<file path="config.mk">
export PLATFORM = sky130hd
export DESIGN_NAME = led_shift_ctrl
export DESIGN_NICKNAME = d
export VERILOG_FILES = /design/src/rtl/led_shift_ctrl.sv
export SDC_FILE = /design/constraint.sdc
export NUM_CORES = 1
export LEC_CHECK = 0
export BUFFER_PORTS_ARGS = -buffer_cell sky130_fd_sc_hd__buf_4
export CORE_MARGIN = 10
export CORE_UTILIZATION = 45
export CTS_BUF_LIST = sky130_fd_sc_hd__clkbuf_8
export CTS_CLUSTER_SIZE = 8
export DETAILED_ROUTE_END_ITERATION = 6
export PLACE_DENSITY = 0.74
export SYNTH_ARGS = -nofsm -noshare
export SYNTH_HDL_FRONTEND = slang
export SYNTH_SLANG_ARGS = --single-unit
</file>
<file path="constraint.sdc">
create_clock -name clk -period 11.65 [get_ports clk]
set_input_delay 2.9125 -clock clk [delete_from_list [all_inputs] [get_ports clk]]
set_output_delay 2.9125 -clock clk [all_outputs]
set_load 0.05 [all_outputs]
</file>
<file path="src/rtl/led_shift_ctrl.sv">
// Sequencing controller for the 4-bit LED rotator: prescaled advance strobe in
// run / counted-burst / single-step modes, plus a free-running PWM brightness gate.
module led_shift_ctrl #(
    parameter int CNT_W  = 24,
    parameter int DUTY_W = 8
) (
    input  logic              clk,
    input  logic              reset,
    input  logic              cmd_valid,
    output logic              cmd_ready,
    input  logic [1:0]        cmd_op,
    input  logic [7:0]        cmd_arg,
    input  logic [CNT_W-1:0]  period,
    input  logic              abort,
    input  logic [DUTY_W-1:0] duty,
    output logic              en,
    output logic              pwm,
    output logic              busy,
    output logic              done,
    output logic [7:0]        step_cnt
);

    typedef enum logic [1:0] {
        IDLE  = 2'b00,
        RUN   = 2'b01,
        BURST = 2'b10,
        STEP  = 2'b11
    } state_e;

    typedef enum logic [1:0] {
        OP_STOP  = 2'b00,
        OP_RUN   = 2'b01,
        OP_BURST = 2'b10,
        OP_STEP  = 2'b11
    } op_e;

    state_e            state_q, state_d;
    logic [CNT_W-1:0]  pc_q, pc_d;
    logic [CNT_W-1:0]  period_q, period_d;
    logic [7:0]        step_q, step_d;
    logic              en_q, en_d;
    logic              done_q, done_d;
    logic              busy_q, busy_d;
    logic [DUTY_W-1:0] pw_q, pw_d;
    logic [DUTY_W-1:0] duty_q, duty_d;
    logic              pwm_q, pwm_d;

    logic              cmd_acc;
    op_e               op;
    logic [CNT_W-1:0]  period_sat;
    logic [7:0]        step_pre;
    logic              counting;

    assign cmd_ready  = (state_q == IDLE) || (state_q == RUN);
    assign cmd_acc    = cmd_valid && cmd_ready;
    assign op         = op_e'(cmd_op);
    assign period_sat = (period == '0) ? CNT_W'(1) : period;

    // Registered outputs show the upcoming cycle's strobe, so every decision below
    // is made on the *_d view of state, prescaler and step count.
    always_comb begin
        // NOTE: every variable gets a default first so no path leaves one unassigned (no latches).
        state_d  = state_q;
        period_d = period_q;
        step_pre = step_q;
        step_d   = step_q;
        en_d     = 1'b0;
        done_d   = 1'b0;
        pc_d     = (pc_q == period_q - CNT_W'(1)) ? '0 : pc_q + CNT_W'(1);

        unique case (state_q)
            IDLE, RUN: begin
                if (cmd_acc) begin
                    unique case (op)
                        OP_STOP: state_d = IDLE;
                        OP_RUN: begin
                            state_d  = RUN;
                            period_d = period_sat;
                            pc_d     = '0;
                        end
                        OP_BURST: begin
                            if (cmd_arg != 8'd0) begin
                                state_d  = BURST;
                                period_d = period_sat;
                                pc_d     = '0;
                                step_pre = cmd_arg;
                            end else begin
                                state_d  = IDLE;
                                done_d   = 1'b1;
                            end
                        end
                        OP_STEP: state_d = STEP;
                    endcase
                end
            end
            BURST: begin
                // done_q marks the final strobe cycle; abort cancels the pending one.
                if (done_q || abort) begin
                    state_d  = IDLE;
                    step_pre = 8'd0;
                end
            end
            STEP: state_d = IDLE;
            default: state_d = IDLE;
        endcase

        counting = (state_d == RUN) || (state_d == BURST);
        step_d   = step_pre;

        if (state_d == STEP) begin
            en_d   = 1'b1;
            done_d = 1'b1;
        end else if (counting && (pc_d == period_d - CNT_W'(1))) begin
            en_d = 1'b1;
            if (state_d == BURST) begin
                step_d = step_pre - 8'd1;
                done_d = (step_pre == 8'd1);
            end
        end

        if (!counting) begin
            pc_d = '0;
        end

        busy_d = (state_d != IDLE);
    end

    // Duty is only picked up at the wrap so a period never mixes two compare values.
    always_comb begin
        pw_d   = pw_q + DUTY_W'(1);
        duty_d = (pw_q == '1) ? duty : duty_q;
        pwm_d  = (pw_d < duty_d);
    end

    always_ff @(posedge clk) begin
        if (!reset) begin
            state_q  <= IDLE;
            pc_q     <= '0;
            period_q <= CNT_W'(1);
            step_q   <= 8'd0;
            en_q     <= 1'b0;
            done_q   <= 1'b0;
            busy_q   <= 1'b0;
            pw_q     <= '0;
            duty_q   <= '0;
            pwm_q    <= 1'b0;
        end else begin
            // NOTE: sequential state uses non-blocking assignments so all flops update together.
            state_q  <= state_d;
            pc_q     <= pc_d;
            period_q <= period_d;
            step_q   <= step_d;
            en_q     <= en_d;
            done_q   <= done_d;
            busy_q   <= busy_d;
            pw_q     <= pw_d;
            duty_q   <= duty_d;
            pwm_q    <= pwm_d;
        end
    end

    assign en       = en_q;
    assign done     = done_q;
    assign busy     = busy_q;
    assign step_cnt = step_q;
    assign pwm      = pwm_q;

endmodule

</file>
==> out/metrics.yaml, run 1 <==
outcome: "finished, final reports clean"
drt_first_iter_violations: 727
synth_compound_area_share_pct: 21.12
postCtsSetupBuffers: 0
finalSetupViolCount: 0
floorplan.initialDensity_pct: 45.97
place_area_mm2: 0.006878
cts_repair_resize_count: 0
io_buffers: 58
synth-seq-cells: 78
critPathLaunchType: "primary input"
area_growth_pct: 10.86
avgViaCountPerCell: 6.475
ys_warn_count: 0
synth_edf_count: 0
global_route.peak_usage_layer: "met2"
clock_power_share_pct: 28.1
cts.clk_slew.worst_paths_ns: 0.09
finalHoldWorstSlack_ns: 0.4849
post_synth_mux_area_share_pct: 2.667
placedCellCount: 992
drc: 0
number_of_antenna_violating_nets_in_the_routed_design: 0
p_seq_share_pct: 38.3
crit_type: "primary input to flip-flop"
clock_tree.htree_level_count: 3
cts_hold_repair.buffers: 0
grt_pass1_wl_mm: 32.49
instances_no_fill: 1008
grt_usage_pct: 20.49
height_of_the_die_um: 139.1
synth_cells: 802
yosys.area_share.simple_pct: 30.61
finalClockSkew_ns: 0.01622
grt_max_degree: 33
layout.cells.most_common: "nor2_1"
xor_and_xnor_fraction_of_the_mapped_netlist_area_pct: 12.39
tritoncts_clock_tree: "done"
grt_antenna_before_repair: 0
setup_total_negative_slack_ns: 0
clock_latency_ns: 0.37
synthAdderAreaFrac_pct: 3.922
max_fclk_mhz: 125.3
drv_slew: 0
combinational_family_with_the_most_area_after_synthesis: "simple AND/OR/NAND/NOR gates"
netSwitchingFraction_pct: 36.51
row_cnt: 43
timing.critical_path.arrival_ns: 8.29
hpwl_after_detailed_placement_mm: 16.15
cts_root_buffer: "clkbuf_8"
critPathRequiredTime_ns: 11.96
critical_path.max_fanout: 17
p_sw_uw: 272.1
grt_setup_unrepaired: "false"
pin_count: 59
share_of_final_layout_standard_cells_stronger_than_drive_strength_1_pct: 12.20
timing.hold.worst.class: "flip-flop to flip-flop"
detailedRoute.firstPassIterationCount: 6
intPower_uw: 473.1
synth_cell_types: 81
dr_total_vias: 6527
cellPowerDensity_mw_per_mm2: 105.3
max_slew_margin_pct: 20.65
comb_power_share_pct: 33.6
global_route.usage.met3_pct: 5.890
cts_inserted_buffers: 9
synthArstFlopShare_pct: 0
met2_usage_pct: 31.05
nNetsFinal: 889
clkSinkCount: 78
final_core_utilization_pct: 50.96
floorplan.die_area_mm2: 0.01934
core-area_mm2: 0.01388
final_hold_viol_count: 0
postSynthNetCount: 868
vdd_ir_drop_max_mv: 0.07738
layout_min_cycle_time_ns: 7.982
p_leak_uw: 0.002694
seq_area_frac_synth_pct: 24.47
postSynthAreaPerCell_um2: 7.957
grtUsageMet1_pct: 25.65
layout_worst_path_cycle_share_pct: 68.51
layout.cells.most_common_list: "nor2_1, dfxtp_1, buf_4, xnor2_1, nand2_1"
end_kind: "flip-flop"
syn_area_mm2: 0.006381
chipWidth_um: 139.1
max_slew.worst_pin.slew_ns: 1.181
post-route-cell-area_mm2: 0.007074
routedWlPerCell_um: 20.67
grt.overflow.total: 0
insertedDiodeCount: 0
gpl.final_weighted_congestion: 1.020
grt_pass1_vias: 6100
timing.max_cap.violations: 0
longest_clk_path_bufs: 2
synth_ff_type: "dfxtp_1"
detail_route.wirelength_mm: 20.84
## metrics by stage
| stage | total power [uW] | setup slack [ns] |
|---|---|---|
| 2_1_floorplan | 468.2 | 4.215 |
| 3_3_place_gp | 533.6 | 3.557 |
| 3_5_place_dp | 534.3 | 3.367 |
| 4_1_cts | 740.1 | 3.747 |
| 5_1_grt | 779.0 | 3.222 |
| 6_report | 745.2 | 3.668 |
## path summary, 6_finish.rpt
| path | start | endpoint | slack (ns) | depth (start not counted) |
|---|---|---|---|---|
| setup / recovery | cmd_arg[6] | step_cnt[6] | 3.67 | 16 |
| hold / removal | pw_q[0] | pw_q[0] | 0.48 | 1 |
| setup reg to reg | state_q[1] | step_cnt[6] | 6.44 | 15 |
| hold reg to reg | pw_q[0] | pw_q[0] | 0.48 | 1 |
## layer usage
layer	up-vias	wire length, um
met4	0	1117
met3	70	2071
li1	3076	-
met5	-	0
met1	3017	8728
met2	364	8919
## Yosys cell counts, types with 19 or more instances
cell      instances  area [um2]
nor4_1           23       143.9
and2_1           19       118.9
nor3_1           24       120.1
xor2_1           33       289.0
nand4_1          34       212.7
inv_1            22       82.58
nor2_1           90       337.8
nand3_1          33       165.2
xnor2_1          47       411.6
nand2_1          45       168.9
clkbuf_1         40       150.1
ha_1             20       250.2
dfxtp_1          78        1562
## power groups by stage
stage / logic (uW) / clock network, uW / registers, uW
6_report: 250 / 209 / 286
5_1_grt: 270 / 223 / 286
3_5_place_dp: 243 / 0 / 291
2_1_floorplan: 178 / 0 / 291
3_3_place_gp: 242 / 0 / 291
4_1_cts: 244 / 211 / 285
## critical path: stages
cell and delay [ns]:
buf_4 0.12, or4_1 0.83, o21ai_1 0.37, nand2_1 0.33, a22oi_1 0.54, ha_1 0.28, o21ai_0 0.13, or3_1 0.54
xnor2_1 0.21, a221oi_1 0.29, o2111ai_1 0.16, a221o_1 0.32, nor4b_4 0.52, nand4_1 0.31, nor3_2 0.22, mux2i_1 0.20
## cell type report
cell class | instances | area (um2)
clock buffers | 9 | 123.9
clock inverters | 7 | 72.57
fillers | 1309 | 6807
inverters | 23 | 86.33
multi-input cells | 647 | 4524
flip-flops and latches | 78 | 1562
well taps | 180 | 225.2
repair buffers | 64 | 480.5
## cell families after synthesis
logic type,Yosys count
simple gates,350
compound gates,176
xor+xnor,84
flops,78
buf+inv,77
fa+ha+maj,20
mux,17
## flip-flops by register name, summed over array words and instances, names as in the netlist
name / flops
en: 1
period_q: 24
pw_q: 8
done: 1
pwm: 1
state_q: 2
busy: 1
duty_q: 8
step_cnt: 8
pc_q: 24
No activity file was read; power rests on OpenSTA's default activity.
==> inputs of run 2 (changes only) <==
- clock period: 11.65 -> 8.1 ns (I/O delays scaled with it)
==> run 2 against run 1 <==
Net effect: clock skew down 0.00092 ns; clock power up 64%; sequential power up 43%; worst hold slack better by 0.012 ns; via count up 0.52%; worst setup slack worse by 2.4 ns; critical path depth up 1; combinational power up 44%; global-route usage up 0.63 points; routed wire length up 2.0%.
==> out/metrics.yaml, run 2 (synthesis gave the netlist of run 1 again) <==
tritoncts_clock_tree: "done"
crit_chain: "buf_4 -> or4_1 -> buf_4 -> o21ai_1 -> nand2_1 -> a22oi_1 -> ha_1 -> o21ai_0 -> or3_1 -> nor4_2 -> xnor3_1 -> nor4_1 -> a41o_1 -> and3_4 -> nand4_4 -> and3_1 -> o31a_1"
outcome: "finished, final reports clean"
drv_slew: 0
postCtsSetupBuffers: 0
cellPowerDensity_mw_per_mm2: 156.0
critical_path.most_common_cell: "buf_4"
max_slew.worst_pin.slew_ns: 0.9846
grt_setup_unrepaired: "false"
finalSetupViolCount: 0
area_growth_pct: 11.92
grt_pass1_wl_mm: 33.73
layout_min_cycle_time_ns: 6.850
timing.max_cap.violations: 0
cts.clk_slew.worst_paths_ns: 0.10
p_sw_uw: 398.5
height_of_the_die_um: 139.1
grt_antenna_before_repair: 0
clkSinkCount: 78
end_kind: "flip-flop"
critPathRequiredTime_ns: 8.37
grt_max_degree: 36
final_hold_viol_count: 0
p_leak_uw: 0.002727
cts_inserted_buffers: 9
cts_root_buffer: "clkbuf_8"
critPathLaunchType: "primary input"
slowest_delay_ns: 0.54
gpl.final_weighted_congestion: 0.9964
number_of_antenna_violating_nets_in_the_routed_design: 0
regs_by_ff_count: "pc_q: 24 flops, period_q: 24 flops"
grt_pass1_vias: 6174
grt.overflow.total: 0
clock_power_share_pct: 30.8
share_of_final_layout_standard_cells_stronger_than_drive_strength_1_pct: 12.85
max_slew_margin_pct: 34.18
cts_repair_resize_count: 0
layout_worst_path_cycle_share_pct: 84.57
max_fclk_mhz: 146.0
p_seq_share_pct: 36.8
timing.hold.worst.class: "flip-flop to flip-flop"
fillCellCount: 1317
critical_path_buf_inv_count: 2
layout.cells.most_common_list: "nor2_1, dfxtp_1, buf_4, xnor2_1, nand2_1"
final_core_utilization_pct: 51.45
clock_latency_ns: 0.38
family_with_the_most_delay_on_the_worst_path: "simple AND/OR/NAND/NOR gates"
crit_type: "primary input to flip-flop"
longest_clk_path_bufs: 2
timing.critical_path.arrival_ns: 7.12
grt_usage_pct: 21.12
regToRegSetupSlack_ns: 3.11
setup_total_negative_slack_ns: 0
avgViaCountPerCell: 6.477
pin_count: 59
vdd_ir_drop_max_mv: 0.1379
routedWlPerCell_um: 20.99
critPathSlowestCell: "or4_1"
drc: 0
netSwitchingFraction_pct: 35.76
insertedDiodeCount: 0
nNetsFinal: 894
floorplan.die_area_mm2: 0.01934
cts_hold_repair.buffers: 0
comb_power_share_pct: 32.4
row_cnt: 43
hpwl_after_detailed_placement_mm: 16.38
detail_route.wirelength_mm: 21.26
multiInputGateArea_mm2: 0.004524
dr_total_vias: 6561
floorplan.initialDensity_pct: 45.97
chipWidth_um: 139.1
regArea_mm2: 0.001562
clock_tree.htree_level_count: 3
finalClockSkew_ns: 0.01530
io_buffers: 58
layout.cells.most_common: "nor2_1"
drt_first_iter_violations: 635
detailedRoute.firstPassIterationCount: 5
intPower_uw: 715.9
core-area_mm2: 0.01388
critical_path.max_fanout: 17
==> run 2: changes by cell type in the layout (fill, tap and decap cells not counted) <==
cell | previous run | this run
buf_4 | 64 | 69
bufinv_16 | 1 | 2
clkinv_2 | 1 | 0
inv_1 | 23 | 22
inv_6 | 2 | 3
==> run 2: worst paths after layout <==
path,from,to,cells past startpoint
setup / recovery,cmd_arg[0],done,17
hold / removal,pw_q[0],pw_q[0],1
setup reg to reg,state_q[1],done,15
hold reg to reg,pw_q[0],pw_q[0],1
==> run 2: per-layer routing <==
layer	wire length, um	GRT usage (%)	vias to the layer above
met4	837	9.720	0
met5	0	0	-
met1	8871	27.00	3073
li1	-	-	3085
met2	9472	32.78	343
met3	2078	5.000	60
==> run 2: area by class of cell <==
cell class	count	area share, %
clock buffers	9	1.734
clock inverters	7	1.437
inverters	23	1.209
multi-input cells	647	63.35
flip-flops and latches	78	21.86
well taps	180	3.153
repair buffers	69	7.253
==> run 2: through the flow <==
step	cell area [um2]	worst slack (ns)	cells	hold WS [ns]	power, uW
global route	7142	0.8505	1013	0.5396	1163
CTS	7142	1.296	1013	0.4995	1113
global placement	6915	1.065	997	0.4623	771.3
finish	7142	1.250	1013	0.4965	1114
detailed placement	6915	0.8959	997	0.4760	772.1
floorplan	6381	1.553	802	0.4413	673.5
==> run 2: power groups by stage <==
stage	sequential [uW]	combinational, uW	clock, uW
floorplan	418	256	0
global route	412	394	358
CTS	410	355	348
global placement	419	353	0
detailed placement	418	354	0
finish	410	361	343
